--- src/rtl/ram_port_arbiter.sv ---
// ram_port_arbiter: round-robin share of one RAM port between requesters A and B (valid/ready/write/addr/idata in, rvalid/rdata out) with read data steered back after LATENCY cycles
module ram_port_arbiter #(
  parameter int DATA_WIDTH = 8,
  parameter int ADDR_WIDTH = 10,
  parameter int LATENCY    = 1
) (
  input  logic                  clock,
  input  logic                  reset,
  input  logic                  a_valid,
  output logic                  a_ready,
  input  logic                  a_write,
  input  logic [ADDR_WIDTH-1:0] a_addr,
  input  logic [DATA_WIDTH-1:0] a_idata,
  output logic                  a_rvalid,
  output logic [DATA_WIDTH-1:0] a_rdata,
  input  logic                  b_valid,
  output logic                  b_ready,
  input  logic                  b_write,
  input  logic [ADDR_WIDTH-1:0] b_addr,
  input  logic [DATA_WIDTH-1:0] b_idata,
  output logic                  b_rvalid,
  output logic [DATA_WIDTH-1:0] b_rdata,
  output logic                  ram_enable,
  output logic                  ram_write,
  output logic [ADDR_WIDTH-1:0] ram_addr,
  output logic [DATA_WIDTH-1:0] ram_idata,
  input  logic [DATA_WIDTH-1:0] ram_odata
);
  logic               last_q, last_d;
  logic               gnt_a, gnt_b;
  logic [LATENCY-1:0] vld_q, vld_d, own_q, own_d;
  always_comb begin
    gnt_a      = !reset && a_valid && (!b_valid || last_q);
    gnt_b      = !reset && b_valid && (!a_valid || !last_q);
    last_d     = gnt_a ? 1'b0 : gnt_b ? 1'b1 : last_q;
    ram_enable = gnt_a || gnt_b;
    ram_write  = gnt_b ? b_write : gnt_a && a_write;
    ram_addr   = gnt_b ? b_addr : a_addr;
    ram_idata  = gnt_b ? b_idata : a_idata;
    vld_d      = '0;
    own_d      = '0;
    vld_d[0]   = ram_enable && !ram_write;
    own_d[0]   = gnt_b;
    for (int i = 1; i < LATENCY; i++) begin
      vld_d[i] = vld_q[i-1];
      own_d[i] = own_q[i-1];
    end
  end
  always_ff @(posedge clock) begin
    if (reset) begin
      last_q <= 1'b1;
      vld_q  <= '0;
      own_q  <= '0;
    end else begin
      last_q <= last_d;
      vld_q  <= vld_d;
      own_q  <= own_d;
    end
  end
  assign a_ready  = gnt_a;
  assign b_ready  = gnt_b;
  assign a_rvalid = vld_q[LATENCY-1] && !own_q[LATENCY-1];
  assign b_rvalid = vld_q[LATENCY-1] && own_q[LATENCY-1];
  assign a_rdata  = ram_odata;
  assign b_rdata  = ram_odata;
endmodule

--- config.mk ---
export PLATFORM = sky130hd
export DESIGN_NAME = ram_port_arbiter
export DESIGN_NICKNAME = d
export VERILOG_FILES = /design/src/rtl/ram_port_arbiter.sv
export SDC_FILE = /design/constraint.sdc
export NUM_CORES = 1
export LEC_CHECK = 0
export CORE_MARGIN = 3
export CORE_UTILIZATION = 23
export CTS_BUF_LIST = sky130_fd_sc_hd__clkbuf_8
export CTS_CLUSTER_SIZE = 8
export DETAILED_ROUTE_END_ITERATION = 12
export GPL_TIMING_DRIVEN = 0
export HOLD_SLACK_MARGIN = 0.06
export PLACE_DENSITY_LB_ADDON = 0.15
export SLEW_MARGIN = 15
export SYNTH_ARGS = -nofsm -noshare
export SYNTH_HDL_FRONTEND = slang
export SYNTH_SLANG_ARGS = --single-unit
--- constraint.sdc ---
create_clock -name clock -period 1.7 [get_ports clock]
set_input_delay 0.17 -clock clock [delete_from_list [all_inputs] [get_ports clock]]
set_output_delay 0.17 -clock clock [all_outputs]
set_load 0.02 [all_outputs]
# ---- Word-level counts from Yosys, hierarchy flattened
# Index checks and enable logic that the tools add are counted.
dict set report totals {
  ff_bits 3
  inputBits 50
  output_inout_bits 40
  wordCells 26
}
dict set report op_classes {
  muxes 5
  reduce_logical 18
}
# operator n
set op_table {}
lappend op_table {{$mux W10} 1}
lappend op_table {{$logic_and A1 B1 Y1} 8}
lappend op_table {{$mux W8} 1}
lappend op_table {{$logic_not A1 Y1} 6}
lappend op_table {{$logic_or A1 B1 Y1} 3}
lappend op_table {{$mux W1} 3}
lappend op_table {{$reduce_bool A2 Y1} 1}

# ---- Logic depth before layout (Yosys ltp)
# Gate-level depths: netlist of the first run.
dict set report logic_depth {
  depth_word 7
  ltp_mapped 4
  depth_no_buf 3
}

# ---- Worst setup path after synthesis of the first run
# Ideal clock, no wire load.
dict set report synth_path {
  path_type {register to output}
  from {reg last_q}
  to {out ram_addr[6]}
  arrival_time_ns 1.214
  t_required_ns 1.530
  setup_slack_ns 0.316
  path_stages_with_launch 5
  cell_sequence {dfxtp_1 -> a21bo_4 -> nor2_8 -> buf_12 -> mux2_4}
}
dict set report synth_between {
  elab_chain_len 4
}
# item line
set synth_lines {}
lappend synth_lines {{start, declared} 29} ;# logic last_q, last_d;
lappend synth_lines {{start signal, assigned} 55} ;# last_q <= last_d;
lappend synth_lines {{$logic_not A1 Y1} 34} ;# gnt_b = !reset && b_valid && (!a_valid || !last_q);
lappend synth_lines {{$logic_or A1 B1 Y1} 34}
lappend synth_lines {{$logic_and A1 B1 Y1} 34}
lappend synth_lines {{net b_ready} 17} ;# output logic b_ready,
lappend synth_lines {{$mux W10} 38} ;# ram_addr = gnt_b ? b_addr : a_addr;
lappend synth_lines {{end, declared} 25} ;# output logic [ADDR_WIDTH-1:0] ram_addr,
# The timed path passes the listed nets, and every way through them passes these cells.

# ---- Worst setup path after layout of the first run
dict set report layout_path {
  from {reg last_q}
  to {out ram_idata[6]}
}
dict set report layout_between {
  elab_chain_len 4
}
# item line
set layout_lines {}
lappend layout_lines {{$logic_not A1 Y1} 34}
lappend layout_lines {{$logic_or A1 B1 Y1} 34}
lappend layout_lines {{$logic_and A1 B1 Y1} 34}
lappend layout_lines {{$mux W8} 39} ;# ram_idata = gnt_b ? b_idata : a_idata;
lappend layout_lines {{end, declared} 26} ;# output logic [DATA_WIDTH-1:0] ram_idata,
# Every way passes these cells.

==> results of run 1 <==
==> cell type report <==
| class | count | area [um^2] |
|---|---|---|
| fill | 202 | 827 |
| timing repair buffer | 81 | 785 |
| multi-input combinational | 36 | 357 |
| buffer | 18 | 145 |
| sequential | 3 | 61.3 |
| clock buffer | 3 | 41.3 |
| tap | 28 | 35.0 |
| clock inverter | 1 | 3.75 |
==> routing by layer <==
metal / wire (um) / up-vias
met5: 0 / -
met4: 0 / 0
met3: 316 / 0
met2: 1230 / 51
met1: 556 / 319
li1: - / 348
==> state kept, by name, indices dropped and copies added (netlist names) <==
name,count
last_q,1
own_q,1
vld_q,1
==> metrics by stage <==
| stage | hold WS [ns] | area (um^2) |
|---|---|---|
| detailed placement | 0.487 | 1400 |
| global placement | 0.488 | 1400 |
| CTS | 0.267 | 1380 |
| floorplan | 0.270 | 562 |
| global route | 0.286 | 1430 |
| finish | 0.268 | 1430 |
==> Yosys cell counts, drive strengths merged <==
library cell	count	area (um^2)
a21bo	1	16.3
a21oi	1	5.00
and2	1	6.26
buf	18	145
dfxtp	3	60.1
mux2	18	236
nand2	2	7.51
nand2b	1	6.26
nand3	2	10.0
nor2	5	35.0
nor2b	1	6.26
o21ai	1	5.00
o31ai	1	7.51
or2b	1	7.51
or3	1	7.51
==> final timing paths <==
path / slack [ns] / startpoint / end / depth (start not counted)
min reg2reg: 0.52 / last_q / last_q / 2
min: 0.27 / reset / own_q / 2
max: 0.03 / last_q / ram_idata[6] / 5
max reg2reg: 0.59 / last_q / vld_q / 3
==> worst max-delay path: cells and delay by family, from the launching register on <==
| family | cells | cell delay, ns |
|---|---|---|
| AOI/OAI and AO/OA | 1 | 0.23 |
| buffers and inverters | 2 | 0.29 |
| DFF | 1 | 0.32 |
| muxes | 1 | 0.33 |
| and+or+nand+nor | 1 | 0.11 |
==> kinds of logic after synthesis <==
| family | Yosys count |
|---|---|
| AOI/OAI and AO/OA | 4 |
| buffers and inverters | 18 |
| DFF | 3 |
| muxes | 18 |
| and+or+nand+nor | 14 |
==> repair_timing <==
item	4_1_cts	5_1_grt
hold buffers	0	0
gates resized for setup	81	15
endpoints found under the setup margin	21	19
pin swaps	1	1
buffers inserted	1	0
gates cloned	0	0
==> report_power, final <==
group	switching, mW	leakage, nW	internal [mW]
logic	0.155	0.606	0.245
clock network	0.0409	0.0269	0.153
registers	0.00268	0.0246	0.0760
total	0.199	0.658	0.474
==> out/metrics.yaml, run 1 <==
grt:
  use_met3: 0.0631
  grtUsageMet2: 0.270
  grt-ovfl-total: 0
  grt_usage: 0.134
  antenna_found_initial: 0
  grt_busiest_layer: "met2"
  grt_use_met1: 0.110
  grt_pass1_wl_mm: 3.37
  grt_max_degree: 11
  grt_pass1_vias: 785
placement:
  port_buffers: 80
  gp_congestion: 0.835
  place_inst: 165
  post-dp-hpwl_mm: 1.91
  post-place-ws_ns: -0.676
finish:
  fin_util: 0.633
  final_cell_mix: "clkdlybuf4s50_1, buf_4, buf_2"
  nets: 193
  fin_cells: 170
  diodes: 0
  mostFrequentLayoutCell: "clkdlybuf4s50_1"
  area_delta_synth_final_pct: 154
  drive_above_1_share: 0.437
yosys:
  ys_seq_area_frac: 0.107
  ys_ff_latch: 3
  muxShareOfSynthArea: 0.421
  syn_inst: 57
  synth_cell_types: 19
  synth_area_um2: 562
  synth_xor_area_frac: 0
  synth_top_family_by_area: "multiplexers"
  ys_warn_count: 0
  synth-compound-area-share: 0.0601
  synth_simple_gate_area_frac: 0.154
  synthesis.nets: 107
  syn_area_per_cell_um2: 9.86
  synth_adder_area_share: 0
clock_tree:
  cts_tree: "yes"
  htree_num_levels: 1
  cts_buffers: 3
  cts_buffer_depth: 2
  clock-root-buffer: "clkbuf_8"
  clock_sinks: 3
  clkTransAtPathRegs_ns: 0.03
  clock_latency_ns: 0.21
timing:
  setup_violations: 0
  tightest_slew_ns: 0.232
  fin_tns_setup_ns: 0
  slew_violations: 0
  max_freq_ghz: 0.599
  fin_crit_sh: 0.981
  relSlewSlack: 0.845
  fin_ws_ns: 0.0315
  fin_crit_ns: 1.67
  finalHoldViolCount: 0
  rsz0062_at_grt: "yes"
  finClkSkew_ns: 0.000253
route:
  final_antenna_net_count: 0
  drcViolationCount: 0
  dr.pass1.iters: 4
  drt-initial-drc-count: 6
  via_per_inst: 4.22
  wl_per_cell_um: 12.4
  vias: 718
  wl_mm: 2.10
critical_path:
  crit_slowest_cell: "mux2_2"
  cp-start-kind: "register"
  arrival_ns: 1.50
  slowest_delay_ns: 0.33
  critical_path.max_fanout: 9
  endpoint_kind: "output pin"
  critPathRequiredTime_ns: 1.53
  path_cells: "a21bo_4 > nor2_8 > buf_12 > mux2_2 > buf_2"
  path_class: "register to output pin"
floorplanning:
  placement_rows: 17
  core_area_um2: 2250
  boundaryPins: 90
  fp.dieW_um: 55.4
  die-height_um: 55.4
  die-area_um2: 3070
  start_util: 0.249
pwr:
  p_leak_nw: 0.658
  power_density_nw_per_um2: 471
  p_total_mw: 0.673
  ir_drop_mv: 0.410
run:
  drv_cap: 0
status:
  status: "complete, no violations"
hold_path:
  hold_class: "input port to register"
No activity file was read; power rests on OpenSTA's default activity.
==> run 2: changes to the inputs <==
ABC_AREA = 1   (was not set)
CORE_UTILIZATION = 22   (was 23)
GPL_ROUTABILITY_DRIVEN = 0   (was not set)
PLACE_DENSITY = 0.92   (was not set)
PLACE_DENSITY_LB_ADDON = not set   (was 0.15)
==> run 2 against run 1 <==
  * Clock-buffer cell count is the same
  * Sequential cell count is the same
  * Die area is 2.2% lower
  * First-iteration DRC count decreased by 17%
  * Largest cell class unchanged
  * Routed wire length increased by 7.9%
  * Critical path depth increased by 2
  * Non-clock buffer count is 3 higher
  * Sequential share of layout area is essentially flat
  * Sequential power barely moved
  * Worst setup slack improved by 0.014 ns
  * Synthesized area shrank 6.7%
==> out/metrics.yaml, run 2 <==
timing:
  relSlewSlack: 0.841  # -0.00372
  fin_crit_sh: 0.973  # -0.00808
  fin_crit_ns: 1.65  # -0.0137 ns
  finClkSkew_ns: 0.000171  # -0.0000823 ns
  finalHoldViolCount: 0  # unchanged
  rsz0062_at_grt: "no"
  whs_ns: 0.398  # +0.131 ns
  max_freq_ghz: 0.604  # +0.83%
  setup_violations: 0  # unchanged
  tightest_slew_ns: 0.238  # +0.00591 ns
  slew_violations: 0  # unchanged
route:
  wl_mm: 2.27  # +7.9%
  drcViolationCount: 0  # unchanged
  wl_per_cell_um: 10.7  # -14%
  vias: 868  # +21%
  drt-initial-drc-count: 5  # -1
  via_per_inst: 4.09  # -3.1%
  dr.pass1.iters: 2  # -2
  final_antenna_net_count: 0  # unchanged
finish:
  final_cell_mix: "nand2_1, clkdlybuf4s50_1, buf_4, buf_2"
  nets: 235  # +22%
  fin_cells: 212  # +25%
  area_delta_synth_final_pct: 166
  reg_top3: "last_q x1, own_q x1, vld_q x1"
  multi_input_area_um2: 279  # -22%
  ff_latch_area_um2: 60.1  # -2.0%
  drive_above_1_share: 0.201  # -0.236
  diodes: 0  # unchanged
  nFillCells: 218  # +7.9%
grt:
  grt_max_degree: 11  # unchanged
  grt_pass1_vias: 813  # +3.6%
  grt-ovfl-total: 0  # unchanged
  grt_usage: 0.137  # +0.00309
  antenna_found_initial: 0  # unchanged
  grt_pass1_wl_mm: 2.97  # -12%
status:
  status: "complete, no violations"
yosys:
  synth_top_area_cell: "nand2_1"
  synth_area_um2: 524  # -6.7%
  ys_seq_area_frac: 0.115  # +0.00765
  synth_edf_count: 0  # unchanged
  ys_ff_latch: 3  # unchanged
  synthesis.nets: 147  # +37%
  synth_top_area_share: 0.408  # +0.168
  synthArstFlopShare: 0  # unchanged
  synth_cell_types: 15  # -4
  netlist_top_cells_count: "nand2_1, buf_4, inv_1"
  yosysMostFrequentCell: "nand2_1"
  syn_inst: 97  # +70%
  ys_warn_count: 0  # unchanged
  ys.flop_type: "dfxtp_1"
  syn_area_per_cell_um2: 5.40  # -45%
  synth_area_leaders: "nand2_1, buf_4, dfxtp_1"
critical_path:
  slowest_delay_ns: 0.51  # +0.18 ns
  cp-start-kind: "input port"
  cp_num_buf_inv: 4  # +2
  cp_common_cell: "nand2_1"
  critical_path.max_fanout: 5  # -4
  path_class: "input port to output pin"
  path_cells: "clkdlybuf4s50_1 > inv_2 > nand3_4 > buf_2 > nand2_1 > nand2_1 > dlygate4sd2_1"
  crit_slowest_cell: "clkdlybuf4s50_1"
  arrival_ns: 1.48  # -0.02 ns
  critPathTopFamily: "buffers and inverters"
  endpoint_kind: "output pin"
  critPathRequiredTime_ns: 1.53  # about the same
floorplanning:
  fp.dieW_um: 54.8  # -1.1%
  boundaryPins: 90  # unchanged
  die-area_um2: 3000  # -2.2%
  die-height_um: 54.8  # -1.1%
  start_util: 0.235  # -0.0144
  placement_rows: 17  # unchanged
  core_area_um2: 2230  # -0.94%
hold_path:
  hold_class: "input port to register"
pwr:
  p_total_mw: 0.661  # -1.7%
  power_density_nw_per_um2: 475  # +0.71%
  ir_drop_mv: 0.313  # -24%
  p_leak_nw: 0.762  # +16%
clock_tree:
  clock-root-buffer: "clkbuf_8"
  clock_sinks: 3  # unchanged
  cts_buffers: 3  # unchanged
  clock_latency_ns: 0.21  # about the same
  hold_buffers: 0  # unchanged
  clkTransAtPathRegs_ns: 0.03  # about the same
  cts_buffer_depth: 2  # unchanged
  cts_tree: "yes"
  htree_num_levels: 1  # unchanged
placement:
  port_buffers: 81  # +1.3%
  place_inst: 206  # +25%
  post-dp-hpwl_mm: 1.85  # -3.1%
run:
  drv_cap: 0  # unchanged
-- run 2: changes by cell type in the layout (fill, tap and decap cells not counted), sizes merged, moves of 2 or more --
cell / previous run / this run
buf: 37 / 30
clkdlybuf4s15: 0 / 5
dlygate4sd2: 4 / 7
dlymetal6s2s: 1 / 3
inv: 1 / 9
mux2: 18 / 0
nand2: 2 / 58
nor2: 5 / 3
-- run 2: final timing paths --
kind	startpoint	endpoint	slack [ns]	cells past startpoint
worst max-delay path	reset	ram_addr[5]	0.05	7
worst min-delay path	b_valid	last_q	0.40	3
worst max register to register	last_q	own_q	0.77	5
worst min register to register	last_q	last_q	0.52	2
-- run 2: logic make-up (layout without fill, tap and decap cells) --
family                 count (synthesis)  after routing  synth area share
AND/OR/NAND/NOR                       65             65             0.494
AO/OA/AOI/OAI                          2              2            0.0239
flip-flops                             3              3             0.115
buffers and inverters                 27            114             0.368
-- run 2: layout make-up --
| cell class | instances | share of cell area |
|---|---|---|
| Buffer | 19 | 0.117 |
| Timing Repair Buffer | 83 | 0.557 |
| Multi-Input combinational cell | 67 | 0.200 |
| Inverter | 8 | 0.0251 |
| Sequential cell | 3 | 0.0431 |
| Tap cell | 28 | 0.0251 |
| Clock buffer | 3 | 0.0296 |
| Clock inverter | 1 | 0.00269 |
-- run 2: per-stage QoR --
stage | area [um^2] | setup WS [ns] | setup TNS [ns] | util
floorplan | 524 | 0.605 | 0 | -
detailed placement | 1370 | -0.350 | -5.45 | 0.613
finish | 1390 | 0.0452 | 0 | 0.624
CTS | 1410 | 0.00413 | 0 | 0.633
global route | 1390 | 0.000304 | 0 | 0.624
global placement | 1370 | -0.321 | -4.75 | 0.613
-- run 2: report_power, final --
part / internal (mW) / leakage, nW / switching [mW] / total [mW]
Sequential: 0.0761 / 0.0250 / 0.00277 / 0.0789
Clock: 0.153 / 0.0269 / 0.0441 / 0.197
Combinational: 0.212 / 0.710 / 0.173 / 0.385
Total: 0.442 / 0.762 / 0.220 / 0.661
-- run 2: metal layers --
metal  up-vias  track usage  wire, um
li1        447            -         -
met1       362        0.113       735
met2        59        0.254      1170
met3         0       0.0627       364
met4         0       0.0913         0
met5         -            0         0
-- run 2: repair_timing --
item	CTS	global route
pin swaps	0	0
gates cloned	0	1
endpoints found under the setup margin	22	15
setup buffers	0	1
resized for setup	41	19
-- run 2: worst reg2reg max path, delay by kind of cell, from the launching register on --
kind,cells,cell delay [ns]
and+or+nand+nor,2,0.19
DFF,1,0.34
buffers and inverters,3,0.30
==> run 3: changes to the inputs <==
SLEW_MARGIN = not set   (was 15)
==> results of run 3 <==
The final DEF is identical to that of run 2; final timing and power are the same.
